--- config.mk ---
export PLATFORM = sky130hd
export DESIGN_NAME = tt_um_adder_wide
export DESIGN_NICKNAME = d
export VERILOG_FILES = /design/src/rtl/tt_adder_pkg.sv /design/src/rtl/byte_add_slice.sv /design/src/rtl/tt_um_adder_wide.sv
export SDC_FILE = /design/constraint.sdc
export NUM_CORES = 1
export LEC_CHECK = 0
export CORE_AREA = 4 4 85 87
export DETAILED_ROUTE_END_ITERATION = 10
export DIE_AREA = 0 0 89 91
export PLACE_DENSITY = 0.84
export SYNTH_ARGS = -nofsm -noshare
export SYNTH_HDL_FRONTEND = slang
export SYNTH_SLANG_ARGS = --single-unit
--- constraint.sdc ---
create_clock -name clk -period 3.6 [get_ports clk]
set_clock_uncertainty 0.15 [all_clocks]
set_input_delay 0.72 -clock clk [delete_from_list [all_inputs] [get_ports clk]]
set_output_delay 0.72 -clock clk [all_outputs]
set_load 0.005 [all_outputs]
--- src/rtl/tt_adder_pkg.sv ---
// Shared encodings for the byte-serial wide adder tile: commands, modes,
// FSM states and uio bit positions.
package tt_adder_pkg;

    typedef enum logic [1:0] {
        CMD_LOAD_A = 2'b00,
        CMD_LOAD_B = 2'b01,
        CMD_EXEC   = 2'b10,
        CMD_READ   = 2'b11
    } cmd_e;

    typedef enum logic [1:0] {
        MODE_ADD = 2'b00,
        MODE_SUB = 2'b01,
        MODE_ACC = 2'b10,
        MODE_CLR = 2'b11
    } mode_e;

    typedef enum logic [1:0] {
        S_IDLE = 2'd0,
        S_EXEC = 2'd1,
        S_DONE = 2'd2
    } state_e;

    // uio_in fields
    localparam int UIO_STRB    = 0;
    localparam int UIO_CMD_LO  = 1;
    localparam int UIO_CMD_HI  = 2;
    localparam int UIO_MODE_LO = 3;
    localparam int UIO_MODE_HI = 4;

    // uio_out fields
    localparam int UIO_DONE  = 4;
    localparam int UIO_OVF   = 5;
    localparam int UIO_CARRY = 6;
    localparam int UIO_BUSY  = 7;

    localparam logic [7:0] UIO_OE_MASK = 8'hF0;

endpackage

--- src/rtl/byte_add_slice.sv ---
// One byte of the carry chain: 8-bit add with carry-in, carry-out and
// signed overflow of bit 7. Shared across all byte positions.
module byte_add_slice (
    input  logic [7:0] a,
    input  logic [7:0] b,
    input  logic       cin,
    output logic [7:0] sum,
    output logic       cout,
    output logic       ovf
);

    logic [8:0] full;

    assign full = {1'b0, a} + {1'b0, b} + {8'b0, cin};
    assign sum  = full[7:0];
    assign cout = full[8];
    assign ovf  = (a[7] == b[7]) && (sum[7] != a[7]);

endmodule

--- src/rtl/tt_um_adder_wide.sv ---
// Byte-serial add/sub/accumulate tile: operands loaded byte by byte over
// ui_in, computed LSB first one byte per clock, result read over uo_out.
module tt_um_adder_wide
    import tt_adder_pkg::*;
#(
    parameter int WIDTH = 16
) (
    input  logic       clk,
    input  logic       rst_n,
    input  logic       ena,
    input  logic [7:0] ui_in,
    input  logic [7:0] uio_in,
    output logic [7:0] uo_out,
    output logic [7:0] uio_out,
    output logic [7:0] uio_oe
);

    localparam int NBYTES = WIDTH / 8;
    localparam int PW     = (NBYTES > 1) ? $clog2(NBYTES) : 1;
    localparam logic [PW-1:0] LAST = PW'(NBYTES - 1);

    state_e state_q, state_d;
    mode_e  mode_q;
    cmd_e   cmd;

    logic [NBYTES-1:0][7:0] a_q, b_q, r_q;
    logic [PW-1:0] a_ptr, b_ptr, rd_ptr, cnt;
    logic carry_q, cflag_q, ovf_q, strb_q;
    logic strobe_evt;

    logic [7:0] op_a, op_b, sum;
    logic       cout, slice_ovf;

    logic unused_uio;
    assign unused_uio = &{1'b0, uio_in[7:5]};

    function automatic logic [PW-1:0] bump(input logic [PW-1:0] p);
        return (p == LAST) ? '0 : p + 1'b1;
    endfunction

    assign cmd = cmd_e'(uio_in[UIO_CMD_HI:UIO_CMD_LO]);
    // Strobes are only honoured in IDLE; anything arriving while busy is dropped.
    assign strobe_evt = ena && uio_in[UIO_STRB] && !strb_q && (state_q == S_IDLE);

    always_comb begin
        op_a = a_q[cnt];
        op_b = b_q[cnt];
        case (mode_q)
            MODE_SUB: op_b = ~b_q[cnt];
            MODE_ACC: begin
                op_a = r_q[cnt];
                op_b = a_q[cnt];
            end
            default: ;
        endcase
    end

    byte_add_slice u_slice (
        .a    (op_a),
        .b    (op_b),
        .cin  (carry_q),
        .sum  (sum),
        .cout (cout),
        .ovf  (slice_ovf)
    );

    always_comb begin
        state_d = state_q;
        case (state_q)
            S_IDLE:  if (strobe_evt && cmd == CMD_EXEC) state_d = S_EXEC;
            S_EXEC:  if (cnt == LAST) state_d = S_DONE;
            S_DONE:  state_d = S_IDLE;
            default: state_d = S_IDLE;
        endcase
    end

    always_ff @(posedge clk) begin
        if (!rst_n) begin
            state_q <= S_IDLE;
            mode_q  <= MODE_ADD;
            a_q     <= '0;
            b_q     <= '0;
            r_q     <= '0;
            a_ptr   <= '0;
            b_ptr   <= '0;
            rd_ptr  <= '0;
            cnt     <= '0;
            carry_q <= 1'b0;
            cflag_q <= 1'b0;
            ovf_q   <= 1'b0;
            strb_q  <= 1'b0;
        end else begin
            state_q <= state_d;
            strb_q  <= uio_in[UIO_STRB];

            if (strobe_evt) begin
                case (cmd)
                    CMD_LOAD_A: begin
                        a_q[a_ptr] <= ui_in;
                        a_ptr      <= bump(a_ptr);
                    end
                    CMD_LOAD_B: begin
                        b_q[b_ptr] <= ui_in;
                        b_ptr      <= bump(b_ptr);
                    end
                    CMD_EXEC: begin
                        mode_q  <= mode_e'(uio_in[UIO_MODE_HI:UIO_MODE_LO]);
                        cnt     <= '0;
                        carry_q <= (uio_in[UIO_MODE_HI:UIO_MODE_LO] == MODE_SUB);
                    end
                    default: rd_ptr <= bump(rd_ptr);
                endcase
            end

            if (state_q == S_EXEC) begin
                r_q[cnt] <= (mode_q == MODE_CLR) ? '0 : sum;
                carry_q  <= cout;
                cnt      <= cnt + 1'b1;
                if (cnt == LAST) begin
                    cflag_q <= (mode_q == MODE_CLR) ? 1'b0 :
                               (mode_q == MODE_SUB) ? !cout : cout;
                    ovf_q   <= (mode_q == MODE_CLR) ? 1'b0 : slice_ovf;
                end
            end

            if (state_q == S_DONE) begin
                a_ptr  <= '0;
                b_ptr  <= '0;
                rd_ptr <= '0;
            end
        end
    end

    assign uo_out = r_q[rd_ptr];
    assign uio_oe = UIO_OE_MASK;

    always_comb begin
        uio_out            = '0;
        uio_out[UIO_BUSY]  = (state_q == S_EXEC);
        uio_out[UIO_CARRY] = cflag_q;
        uio_out[UIO_OVF]   = ovf_q;
        uio_out[UIO_DONE]  = (state_q == S_DONE);
    end

endmodule

Word-level counts from Yosys, hierarchy flattened:

Cells that the tools add are included.

* add/sub/neg operators: 6
* equality and inequality tests: 12
* mux-type cells: 35
* order comparisons: 7
* bitwise operators: 3
* reductions and logical operators: 23

Operator list (count)
* $mux W8: 13
* $bwmux W16: 3
* $demux W8 S1: 3
* $pmux W8 S2: 1
* $reduce_and A2 Y1: 7
* $mux W1: 12
* $add A8 B8 Y9: 1
* $add A9 B1 Y9: 1
* $eq A2 B1 Y1 const B: 4
* $eq A2 B2 Y1 const B: 4
* $logic_and A1 B1 Y1: 8
* $lt A1 B2 Y1 const B: 4
* $not A8 Y8: 1
* $add A1 B1 Y1 const B: 4
* $logic_not A2 Y1: 2
* $mux W2: 2
* $ne A2 B1 Y1 const B: 2
* $pmux W2 S2: 1
* $reduce_bool A2 Y1: 2
* $ge A1 B1 Y1 const B: 3
* $reduce_or A3 Y1: 1
* $logic_not A1 Y1: 2
* $not A1 Y1: 2
* $reduce_or A2 Y1: 1
* other kinds (2): 2

* logic and storage cells: 102
* output and inout port bits: 24
* input bits: 19
* bits in registers: 60

Longest topological paths before layout:

Gate-level depths: netlist (run 1).

* depth after elaboration: 9
* mapped depth: 13
* depth with buffers taken out: 11

Modules after synthesis:

A second synthesis (run 1) with hierarchy kept.

* cell total of the unflattened synthesis: 375
* area total of the unflattened synthesis: 3424.5 um^2

Modules (own cells, without submodules)
* tt_um_adder_wide: sequential area each 1201.2 um^2, area an instance 3088.0 um^2, cells an instance 333, instances 1
* byte_add_slice: sequential area each 0.0 um^2, area an instance 336.6 um^2, cells an instance 42, instances 1

Least setup slack after synthesis (run 1):

No wires, ideal clock.

* path kind: reg2reg
* start: register cnt
* end: register r_q[6] (netlist name)
* setup time: 87 ps
* clock period less this slack: 3169 ps
* data required time: 3363 ps
* stages on the path, launching flop included: 13
* arrival time: 2932 ps
* buffers on the path: 2
* setup slack: 431 ps
* cell sequence: dfxtp_1 buf_2 buf_4 mux2i_1 a221oi_1 a21o_1 fa_1 fa_1 nand2b_1 a21oi_1 a31oi_1 xor2_1 o31ai_1

* cells in the longest elaborated chain, start to end: 8
* elaborated cells on any way between the ends: 18
* those cells by class: 2 x add/sub; 2 x order compare; 12 x mux; 1 x bitwise; 1 x reduce/logical

Ends and longest elaborated chain
* from (decl): line tt_um_adder_wide.sv:27 `logic [PW-1:0] a_ptr, b_ptr, rd_ptr, cnt;`
* from (signal assigned): line tt_um_adder_wide.sv:118 `cnt <= cnt + 1'b1;`
* $mux W8 (not written as such) (2 in a row): line tt_um_adder_wide.sv:47, tt_um_adder_wide.sv:49
* $not A8 Y8: line tt_um_adder_wide.sv:49 `MODE_SUB: op_b = ~b_q[cnt];`
* $pmux W8 S2: line tt_um_adder_wide.sv:48 `case (mode_q)`
* $add A8 B8 Y9: line byte_add_slice.sv:14 `assign full = {1'b0, a} + {1'b0, b} + {8'b0, cin};`
* $add A9 B1 Y9: line byte_add_slice.sv:14
* $mux W8: line tt_um_adder_wide.sv:116 `r_q[cnt] <= (mode_q == MODE_CLR) ? '0 : sum;`
* $bwmux W16 (*): line tt_um_adder_wide.sv:116
* to (signal, indexed assignment): line tt_um_adder_wide.sv:116
* to (decl): line tt_um_adder_wide.sv:26 `logic [NBYTES-1:0][7:0] a_q, b_q, r_q;`

Every way passes the cells marked *; elsewhere a longest branch is shown, timed or not. The select of a mux whose other input is x is not followed.
A chain may end at the register's enable or synchronous reset.

Worst setup path in the final report (run 1):

* start: register mode_q[0]
* end: register r_q[14] (netlist name)

* cells in the longest elaborated chain, start to end: 6
* elaborated cells on any way between the ends: 9
* those cells by class: 2 x add/sub; 3 x eq/ne; 4 x mux

Ends and longest elaborated chain
* from (decl): line tt_um_adder_wide.sv:23 `mode_e mode_q;`
* from (signal assigned): line tt_um_adder_wide.sv:107 `mode_q <= mode_e'(uio_in[UIO_MODE_HI:UIO_MODE_LO]);`
* $eq A2 B2 Y1 or $eq A2 B1 Y1 (tied branches): line tt_um_adder_wide.sv:48
* $pmux W8 S2 or $mux W8 (tied branches): line tt_um_adder_wide.sv:48
* $add A8 B8 Y9: line byte_add_slice.sv:14
* $add A9 B1 Y9: line byte_add_slice.sv:14
* $mux W8 (*): line tt_um_adder_wide.sv:116
* $bwmux W16 (*): line tt_um_adder_wide.sv:116

Every way passes the cells marked *; elsewhere a longest branch is shown, timed or not.

==> flow_metrics.py, run 1 <==
metrics = {
    "cells_and_area": {
        "multiInputGateArea_mm2": 0.002111,
        "final_cells": 471,
        "fill_cells": 516,
        "antennaDiodeCount": 0,
        "finalNetCount": 420,
        "register_area_mm2": 0.001201,
        "area_growth_pct": 13.01,
        "drive_gt1_share_pct": 13.71,
    },
    "setup_path": {
        "path_class": "flip-flop to flip-flop",
        "cp-end-kind": "flip-flop",
        "path_cells": "inv_1, ha_1, a221oi_1, a21o_1, fa_1, fa_1, nand2b_1, a21oi_1, a31oi_1, xor2_1, o31ai_1",
        "worstPathMaxFanout": 9,
        "crit_buf_inv": 1,
        "cp_common_cell": "fa_1",
        "slowest_stage": "ha_1",
        "start_kind": "flip-flop",
        "cpLargestDelayFamily": "adder cells",
        "cp.required_ns": 3.70,
        "slowest_delay_ns": 0.44,
        "arrival_ns": 3.50,
    },
    "routing": {
        "first_pass_iters": 5,
        "drt_wl_total_um": 7828,
        "wl_per_cell_um": 16.62,
        "route.detailed.drc": 0,
        "dr.first_iter.drc_count": 213,
        "num_vias": 2781,
        "ant_nets": 0,
        "vias_per_cell": 5.904,
    },
    "die": {
        "rows": 29,
        "design.die.area_mm2": 0.008099,
        "design.core.area_mm2": 0.006350,
        "die_h_um": 91,
        "initial_core_util_pct": 55.61,
        "ios": 43,
        "die_w_um": 89,
    },
    "grt": {
        "first_global_vias": 2757,
        "grt_overflow": 0,
        "grt_usage_pct": 20.19,
        "antenna_found_initial": 0,
        "grt_pass1_wl_um": 12850,
        "grt_max_degree": 47,
    },
    "timing": {
        "slew_violations": 0,
        "setup_viol": 0,
        "timing.hold.ws_ns": 0.3075,
        "setup_ws_ns": 0.2041,
        "finalCriticalPeriod_ns": 3.396,
        "rsz0062_at_grt": "no",
        "tns_ns": 0,
        "hold_viol_final": 0,
        "tightest_slew_ns": 0.6252,
        "max_clock_freq_mhz": 294.5,
        "relSlewSlack_pct": 58.19,
        "fin_crit_sh_pct": 94.33,
    },
    "place": {
        "dpl.hpwl_um": 5717,
        "io_buffers": 27,
        "pre_cts_ws_ns": 0.2795,
        "dpl.cell_count": 455,
        "finalWeightedCongestion": 0.8584,
    },
    "power_and_ir_drop": {
        "finalPower_mw": 1.472,
        "ir_drop_mv": 0.2393,
        "leakagePower_nw": 1.507,
        "p_per_area_mw_per_mm2": 369.0,
    },
    "clocking": {
        "ctsHoldBuffers": 0,
        "cts_resized": 0,
        "htree_levels": 3,
        "postCtsSetupBuffers": 0,
        "cts_tree": "yes",
        "path_clk_slew_ns": 0.07,
        "clock_tree.root_cell": "clkbuf_8",
        "clk_latency_ns": 0.34,
        "cts_made_buffers": 9,
        "clock_sinks": 60,
        "cts_max_path_buffers": 2,
    },
    "job": {
        "cap_viol_max_count": 0,
    },
    "run_status": {
        "outcome": "finished, final reports clean",
    },
    "synthesis": {
        "synth-seq-cells": 60,
        "postSynthAreaPerCell_um2": 9.492,
        "synth.yosys.seq_area_share_pct": 34.02,
        "netlist_area_mm2": 0.003531,
        "ys.warnings.count": 0,
        "synthFlopType": "dfxtp_1",
        "synth_edf_count": 0,
        "netlist-cell-type-count": 52,
        "syn_inst": 372,
        "synthArstFlopShare_pct": 0,
    },
    "hold_path": {
        "holdCritPathClass": "flip-flop to flip-flop",
    },
}
cell families (layout without fill, tap and decap cells):
logic type                 Yosys count  after routing  synth area share [%]
and+or+nand+nor                    130            130                 21.19
DFF                                 60             60                 34.02
adders and majority gates           12             12                 4.678
other                                2             12                0.2127
AOI/OAI and AO/OA                   65             65                 13.57
xor gates and xnor gates             6              6                 1.488
muxes                               50             50                 17.58
buffers and inverters               47             59                 7.264
final cells by class:
cell class                 count  share of cell area, %
multi-input combinational    275                  52.90
clock buffer                  12                  3.637
timing repair buffer          36                  8.467
clock inverter                 4                  1.819
tap                           77                  2.415
inverter                       7                 0.6585
sequential                    60                  30.10
layer usage:
layer	GRT usage, %	wire (um)	vias up
li1	-	-	1340
met1	24.92	3345	1320
met2	33.29	3758	94
met3	4.434	483	27
met4	9.057	240	0
met5	0	0	-
final timing paths:
check / startpoint / to / slack [ns] / cells after the start
hold / removal: b_q[12] / b_q[12] / 0.31 / 2
setup / recovery: mode_q[0] / r_q[14] / 0.20 / 11
hold reg to reg: b_q[12] / b_q[12] / 0.31 / 2
setup reg to reg: mode_q[0] / r_q[14] / 0.20 / 11
sequential cells by signal, indices dropped and copies added, names as in the netlist:
name / count
a_q: 16
b_q: 16
r_q: 16
mode_q: 2
state_q: 2
a_ptr: 1
b_ptr: 1
carry_q: 1
cflag_q: 1
cnt: 1
ovf_q: 1
rd_ptr: 1
strb_q: 1
worst reg2reg max path, delay by kind of cell (launching register included):
kind            cells  cell delay [ns]
fa+ha+maj           3             1.28
compound gates      5             1.04
buf+inv             1             0.07
simple gates        1             0.17
xor+xnor            1             0.18
flops               1             0.42
where the power goes:
group	leakage, nW	internal, mW	switching [mW]
combinational	0.916	0.0576	0.0625
sequential	0.484	0.671	0.00853
clock	0.107	0.408	0.265
total	1.51	1.14	0.336
per-stage QoR:
| stage | instance area (um^2) | util [%] |
|---|---|---|
| after floorplan | 3568 | - |
| after global placement | 3772 | 59.41 |
| after detailed placement | 3772 | 59.41 |
| after CTS | 3990 | 62.84 |
| after global routing | 3990 | 62.84 |
| final | 3990 | 62.84 |
cells in the mapped netlist (3+ instances only):
master	count	share of area (%)
dfxtp_1	60	34
nand2_1	29	3.1
mux2i_1	26	7.4
nand3_1	26	3.7
nor2b_1	26	4.6
a21boi_1	19	4.0
buf_4	16	3.4
a21oi_1	13	1.8
clkbuf_1	13	1.4
mux2_2	13	4.1
buf_2	10	1.4
ha_1	10	3.5
nor2_1	9	0.96
a221oi_1	8	2.0
mux4_2	8	5.1
inv_1	6	0.64
nand2b_1	6	1.1
a21o_1	5	1.1
and3_1	5	0.89
xor2_1	5	1.2
and2_1	4	0.71
nand3b_1	4	0.85
nor3_1	4	0.57
a21boi_0	3	0.64
mux2_1	3	0.96
nand4_1	3	0.53
cell usage in the layout, fill, tap and decap left out, drive strengths merged, types with 9 or more instances in the layout:
cell / netlist / layout
nor2b: 26 / 26
nor2: 9 / 9
mux2i: 26 / 26
mux2: 16 / 16
conb: 2 / 12
ha: 10 / 10
a221oi: 10 / 10
buf: 27 / 9
nand2: 31 / 31
dfxtp: 60 / 60
a21oi: 13 / 13
clkdlybuf4s50: 0 / 27
clkbuf: 13 / 12
nand3: 26 / 26
a21boi: 22 / 22
Power figures use the tool's default switching activity.
==> run 2, diff against run 1 <==
==> constraint.sdc (replaced) <==
create_clock -name clk -period 3.8 [get_ports clk]
set_clock_uncertainty 0.15 [all_clocks]
set_input_delay 0.76 -clock clk [delete_from_list [all_inputs] [get_ports clk]]
set_output_delay 0.76 -clock clk [all_outputs]
set_load 0.005 [all_outputs]
==> run 2 against run 1 <==
Against the previous run:
- first-iteration DRC count down 23%
- hold slack worse by 0.0013 ns
- combinational power down 7%
- design area shrank 0.82%
- final cell count fell by 0.64%
- die area stayed put
- critical endpoint unchanged
==> flow_metrics.py, run 2 (same netlist as run 1, synthesis figures left out) <==
metrics = {
    "routing": {
        "num_vias": 2699,
        "dr.first_iter.drc_count": 165,
        "ant_nets": 0,
        "drt_wl_total_um": 7779,
        "wl_per_cell_um": 16.62,
        "route.detailed.drc": 0,
        "first_pass_iters": 4,
        "vias_per_cell": 5.767,
    },
    "grt": {
        "grt_max_degree": 47,
        "grt-busiest-layer": "met2",
        "gr-usage-met1_pct": 27.37,
        "grt_overflow": 0,
        "grtUsageMet3_pct": 4.796,
        "grt_pass1_wl_um": 13090,
        "grtUsageMet2_pct": 32.74,
        "first_global_vias": 2728,
        "grt_usage_pct": 20.62,
        "antenna_found_initial": 0,
    },
    "power_and_ir_drop": {
        "p_per_area_mw_per_mm2": 339.9,
        "leakagePower_nw": 1.496,
        "ir_drop_mv": 0.2773,
    },
    "run_status": {
        "outcome": "finished, final reports clean",
    },
    "clocking": {
        "cts_tree": "yes",
        "cts_resized": 0,
        "clk_latency_ns": 0.35,
        "postCtsSetupBuffers": 0,
        "path_clk_slew_ns": 0.07,
        "clock_tree.root_cell": "clkbuf_8",
        "htree_levels": 3,
        "clock_sinks": 60,
        "cts_max_path_buffers": 2,
        "ctsHoldBuffers": 0,
        "cts_made_buffers": 9,
    },
    "cells_and_area": {
        "final_cell_mix": "dfxtp_1, nand2_1, clkdlybuf4s50_1",
        "drive_gt1_share_pct": 13.55,
        "final_common_cell": "dfxtp_1",
        "antennaDiodeCount": 0,
        "top_regs": "a_q: 16 flops, b_q: 16 flops, r_q: 16 flops",
        "finalNetCount": 418,
        "area_growth_pct": 12.08,
        "fin_area_mm2": 0.003958,
        "fill_cells": 530,
    },
    "die": {
        "initial_core_util_pct": 55.61,
        "design.die.area_mm2": 0.008099,
        "die_h_um": 91,
        "die_w_um": 89,
        "design.core.area_mm2": 0.006350,
        "ios": 43,
        "rows": 29,
    },
    "place": {
        "placed_area_mm2": 0.003757,
        "io_buffers": 27,
        "dpl.hpwl_um": 5693,
        "finalWeightedCongestion": 0.8493,
    },
    "setup_path": {
        "cp.required_ns": 3.90,
        "cp-end-kind": "flip-flop",
        "start_kind": "flip-flop",
        "worstPathMaxFanout": 11,
        "arrival_ns": 3.64,
        "regToRegStartpoint": "mode_q[1]",
        "r2r-end": "r_q[14]",
        "worst-r2r-setup-slack_ns": 0.26,
        "worst-r2r-cell-count": 10,
        "path_class": "flip-flop to flip-flop",
    },
    "timing": {
        "timing.hold.ws_ns": 0.3062,
        "fin_crit_sh_pct": 93.06,
        "tns_ns": 0,
        "hold_viol_final": 0,
        "finalCriticalPeriod_ns": 3.536,
        "setup_viol": 0,
        "relSlewSlack_pct": 59.90,
        "rsz0062_at_grt": "no",
        "max_clock_freq_mhz": 282.8,
        "tightest_slew_ns": 0.5992,
        "slew_violations": 0,
    },
    "job": {
        "cap_viol_max_count": 0,
    },
    "hold_path": {
        "holdPathStages": 2,
        "min_from": "b_q[15]",
        "worstHoldEndpoint": "b_q[15]",
        "holdCritPathClass": "flip-flop to flip-flop",
    },
}
[run 2: cell types whose count changed in the layout (fill, tap and decap cells not counted), sizes merged]
cell / before / now
clkinv: 1 / 3
clkinvlp: 1 / 0
bufinv: 2 / 1
buf: 9 / 7
clkbuf: 12 / 11
[run 2: layout make-up]
class / instances / area (um^2) / area share [%]
clock buffer: 11 / 151.4 / 3.825
clock inverter: 4 / 48.80 / 1.233
inverter: 7 / 26.28 / 0.6639
multi-input combinational: 275 / 2111 / 53.34
sequential: 60 / 1201 / 30.35
tap: 77 / 96.34 / 2.434
timing repair buffer: 34 / 322.8 / 8.157
[run 2: worst max path at each step]
| stage | start | end | slack [ns] | cells after the start |
|---|---|---|---|---|
| 3_5_place_dp | mode_q[0] | r_q[14] | 0.30 | 11 |
| 5_1_grt | mode_q[1] | r_q[14] | 0.05 | 10 |
| 6_report | mode_q[1] | r_q[14] | 0.26 | 10 |
| 4_1_cts | mode_q[1] | r_q[14] | 0.28 | 10 |
| 3_3_place_gp | mode_q[0] | r_q[14] | 0.44 | 11 |
| 2_1_floorplan | cnt | r_q[6] | 0.63 | 12 |
[run 2: power by group]
part / total (mW) / switching, mW / internal [mW]
registers: 0.644 / 0.00819 / 0.636
logic: 0.112 / 0.0584 / 0.0540
clock network: 0.589 / 0.256 / 0.334
[run 2: worst max-delay path: stages, from the launching register on]
cell,delay [ns]
dfxtp_1,0.40
ha_1,0.55
mux4_2,0.33
inv_1,0.05
fa_1,0.43
fa_1,0.41
nand2b_1,0.16
a21oi_1,0.36
a31oi_1,0.16
xor2_1,0.18
o31ai_1,0.25
[run 2: per-stage QoR]
step                util (%)  std cells  total power [mW]  setup WS (ns)
floorplan                  -        382            0.7389         0.6307
finish                 62.33        468             1.345         0.2635
global route           62.33        468             1.389        0.04716
global placement       59.17        453            0.7653         0.4396
CTS                    62.33        468             1.350         0.2821
detailed placement     59.17        453            0.7689         0.3030
[run 2: metal layers]
layer	wire, um	part of all wire [%]
met5	0	0
met4	150	1.9
met3	340	4.4
met2	3801	49
met1	3487	45
==> run 3, diff against run 2 <==
--- a/config.mk
+++ b/config.mk
@@ -5,10 +5,11 @@
 export SDC_FILE = /design/constraint.sdc
 export NUM_CORES = 1
 export LEC_CHECK = 0
-export CORE_AREA = 4 4 85 87
+export CORE_AREA = 4 4 84 86
+export CTS_BUF_LIST = sky130_fd_sc_hd__clkbuf_8
 export DETAILED_ROUTE_END_ITERATION = 10
-export DIE_AREA = 0 0 89 91
-export PLACE_DENSITY = 0.84
+export DIE_AREA = 0 0 88 90
+export PLACE_DENSITY = 0.86
 export SYNTH_ARGS = -nofsm -noshare
 export SYNTH_HDL_FRONTEND = slang
 export SYNTH_SLANG_ARGS = --single-unit
==> run 3 against run 2 <==
Against the previous run:
- non-clock buffer count is 2 higher
- register-to-register slack hardly changed
- design area is 1.1% higher
- combinational power about the same
- fmax barely moved
- sequential cell count stayed put
- global-route usage is 0.45 points higher
- sequential power hardly changed
- utilization grew 1.4 points
- largest cell class unchanged
- highest routed layer unchanged
==> flow_metrics.py, run 3 (same netlist as run 1, synthesis figures left out) <==
metrics = {
    "hold_path": {
        "holdCritPathClass": "flip-flop to flip-flop",
    },
    "clocking": {
        "postCtsSetupBuffers": 0,
        "cts_made_buffers": 9,
        "clock_tree.root_cell": "clkbuf_8",
        "cts_tree": "yes",
        "clk_latency_ns": 0.35,
        "clock_sinks": 60,
        "cts_max_path_buffers": 2,
        "ctsHoldBuffers": 0,
        "cts_resized": 0,
        "htree_levels": 3,
        "path_clk_slew_ns": 0.07,
    },
    "timing": {
        "tightest_slew_ns": 0.6225,
        "timing.hold.ws_ns": 0.3028,
        "max_clock_freq_mhz": 282.8,
        "setup_ws_ns": 0.2637,
        "rsz0062_at_grt": "no",
        "relSlewSlack_pct": 58.35,
        "slew_violations": 0,
        "setup_viol": 0,
        "finalCriticalPeriod_ns": 3.536,
        "fin_crit_sh_pct": 93.06,
        "hold_viol_final": 0,
        "tns_ns": 0,
    },
    "setup_path": {
        "worst-r2r-cell-count": 11,
        "r2r-end": "r_q[6]",
        "start_kind": "flip-flop",
        "regToRegStartpoint": "mode_q[0]",
        "worstPathMaxFanout": 11,
        "crit_path_start": "mode_q[0]",
        "slowest_stage": "fa_1",
        "crit_end": "r_q[6]",
        "slowest_delay_ns": 0.43,
        "cp.required_ns": 3.90,
        "path_cells": "inv_1, ha_1, mux4_2, inv_1, fa_1, fa_1, nand2b_1, a21oi_1, a31oi_1, xor2_1, o31ai_1",
        "worst-r2r-setup-slack_ns": 0.26,
        "cp-end-kind": "flip-flop",
        "arrival_ns": 3.64,
        "path_class": "flip-flop to flip-flop",
    },
    "routing": {
        "first_pass_iters": 4,
        "route.detailed.drc": 0,
        "num_vias": 2855,
        "drt_wl_total_um": 7920,
        "dr.first_iter.drc_count": 165,
        "ant_nets": 0,
        "wl_per_cell_um": 16.82,
        "vias_per_cell": 6.062,
    },
    "job": {
        "cap_viol_max_count": 0,
    },
    "die": {
        "design.core.area_mm2": 0.006277,
        "rows": 29,
        "design.die.area_mm2": 0.007920,
        "die_w_um": 88,
        "initial_core_util_pct": 56.25,
        "die_h_um": 90,
        "ios": 43,
    },
    "cells_and_area": {
        "register_area_mm2": 0.001201,
        "drive_gt1_share_pct": 13.71,
        "area_growth_pct": 13.29,
        "top_regs": "a_q: 16 flops, b_q: 16 flops, r_q: 16 flops",
        "finalNetCount": 420,
        "fill_cells": 515,
        "final_cell_mix": "dfxtp_1, nand2_1, clkdlybuf4s50_1",
        "antennaDiodeCount": 0,
        "final_common_cell": "dfxtp_1",
        "fin_area_mm2": 0.004000,
        "multiInputGateArea_mm2": 0.002111,
    },
    "grt": {
        "grt_usage_pct": 21.07,
        "grt_overflow": 0,
        "antenna_found_initial": 0,
        "grt_pass1_wl_um": 13230,
        "grt_max_degree": 65,
        "first_global_vias": 2812,
    },
    "place": {
        "io_buffers": 27,
        "placed_area_mm2": 0.003772,
        "pre_cts_ws_ns": 0.3496,
        "dpl.hpwl_um": 5654,
        "finalWeightedCongestion": 0.8723,
    },
    "run_status": {
        "outcome": "finished, final reports clean",
    },
    "power_and_ir_drop": {
        "leakagePower_nw": 1.522,
        "finalPower_mw": 1.414,
        "p_per_area_mw_per_mm2": 353.5,
        "ir_drop_mv": 0.1775,
    },
}
==> run 3: changes by cell type in the layout (fill, tap and decap cells not counted), sizes merged <==
| cell | before | now |
|---|---|---|
| buf | 7 | 9 |
| inv | 7 | 9 |
| clkinv | 3 | 1 |
| bufinv | 1 | 2 |
==> run 3: metal layers <==
layer / global-route usage, % / part of all wire [%]
met1: 26.07 / 42
met2: 33.79 / 49
met3: 3.839 / 5.4
met4: 11.89 / 3.8
met5: 0 / 0
==> run 3: worst min-delay path by stage <==
stage,from,to,depth (start not counted)
final,b_q[9],b_q[9],2
after global routing,b_q[13],b_q[13],2
after CTS,b_q[9],b_q[9],2
after detailed placement,b_q[15],b_q[15],2
after global placement,b_q[14],b_q[14],2
after floorplan,b_q[10],b_q[10],2
==> run 3: stage by stage <==
stage | instances | util (%)
after floorplan | 382 | -
after global placement | 455 | 60.10
after detailed placement | 455 | 60.10
after CTS | 471 | 63.72
after global routing | 471 | 63.72
final | 471 | 63.72
==> run 3: power breakdown <==
part | internal (mW) | leakage (nW) | switching, mW
clock network | 0.401 | 0.122 | 0.254
registers | 0.636 | 0.484 | 0.00820
logic | 0.0546 | 0.916 | 0.0597
==> run 3: critical path, delay by kind of cell (launching register included) <==
kind | cells | cell delay (ns)
and+or+nand+nor | 1 | 0.18
AOI/OAI and AO/OA | 3 | 0.80
buffers and inverters | 2 | 0.13
xor gates and xnor gates | 1 | 0.19
DFF | 1 | 0.40
muxes | 1 | 0.39
adders and majority gates | 3 | 1.20
==> run 3: layout make-up <==
| type | count | share of cell area, % |
|---|---|---|
| clock buffer | 11 | 3.785 |
| clock inverter | 5 | 1.908 |
| inverter | 7 | 0.6569 |
| multi-input combinational | 275 | 52.77 |
| sequential | 60 | 30.03 |
| tap | 77 | 2.409 |
| timing repair buffer | 36 | 8.445 |
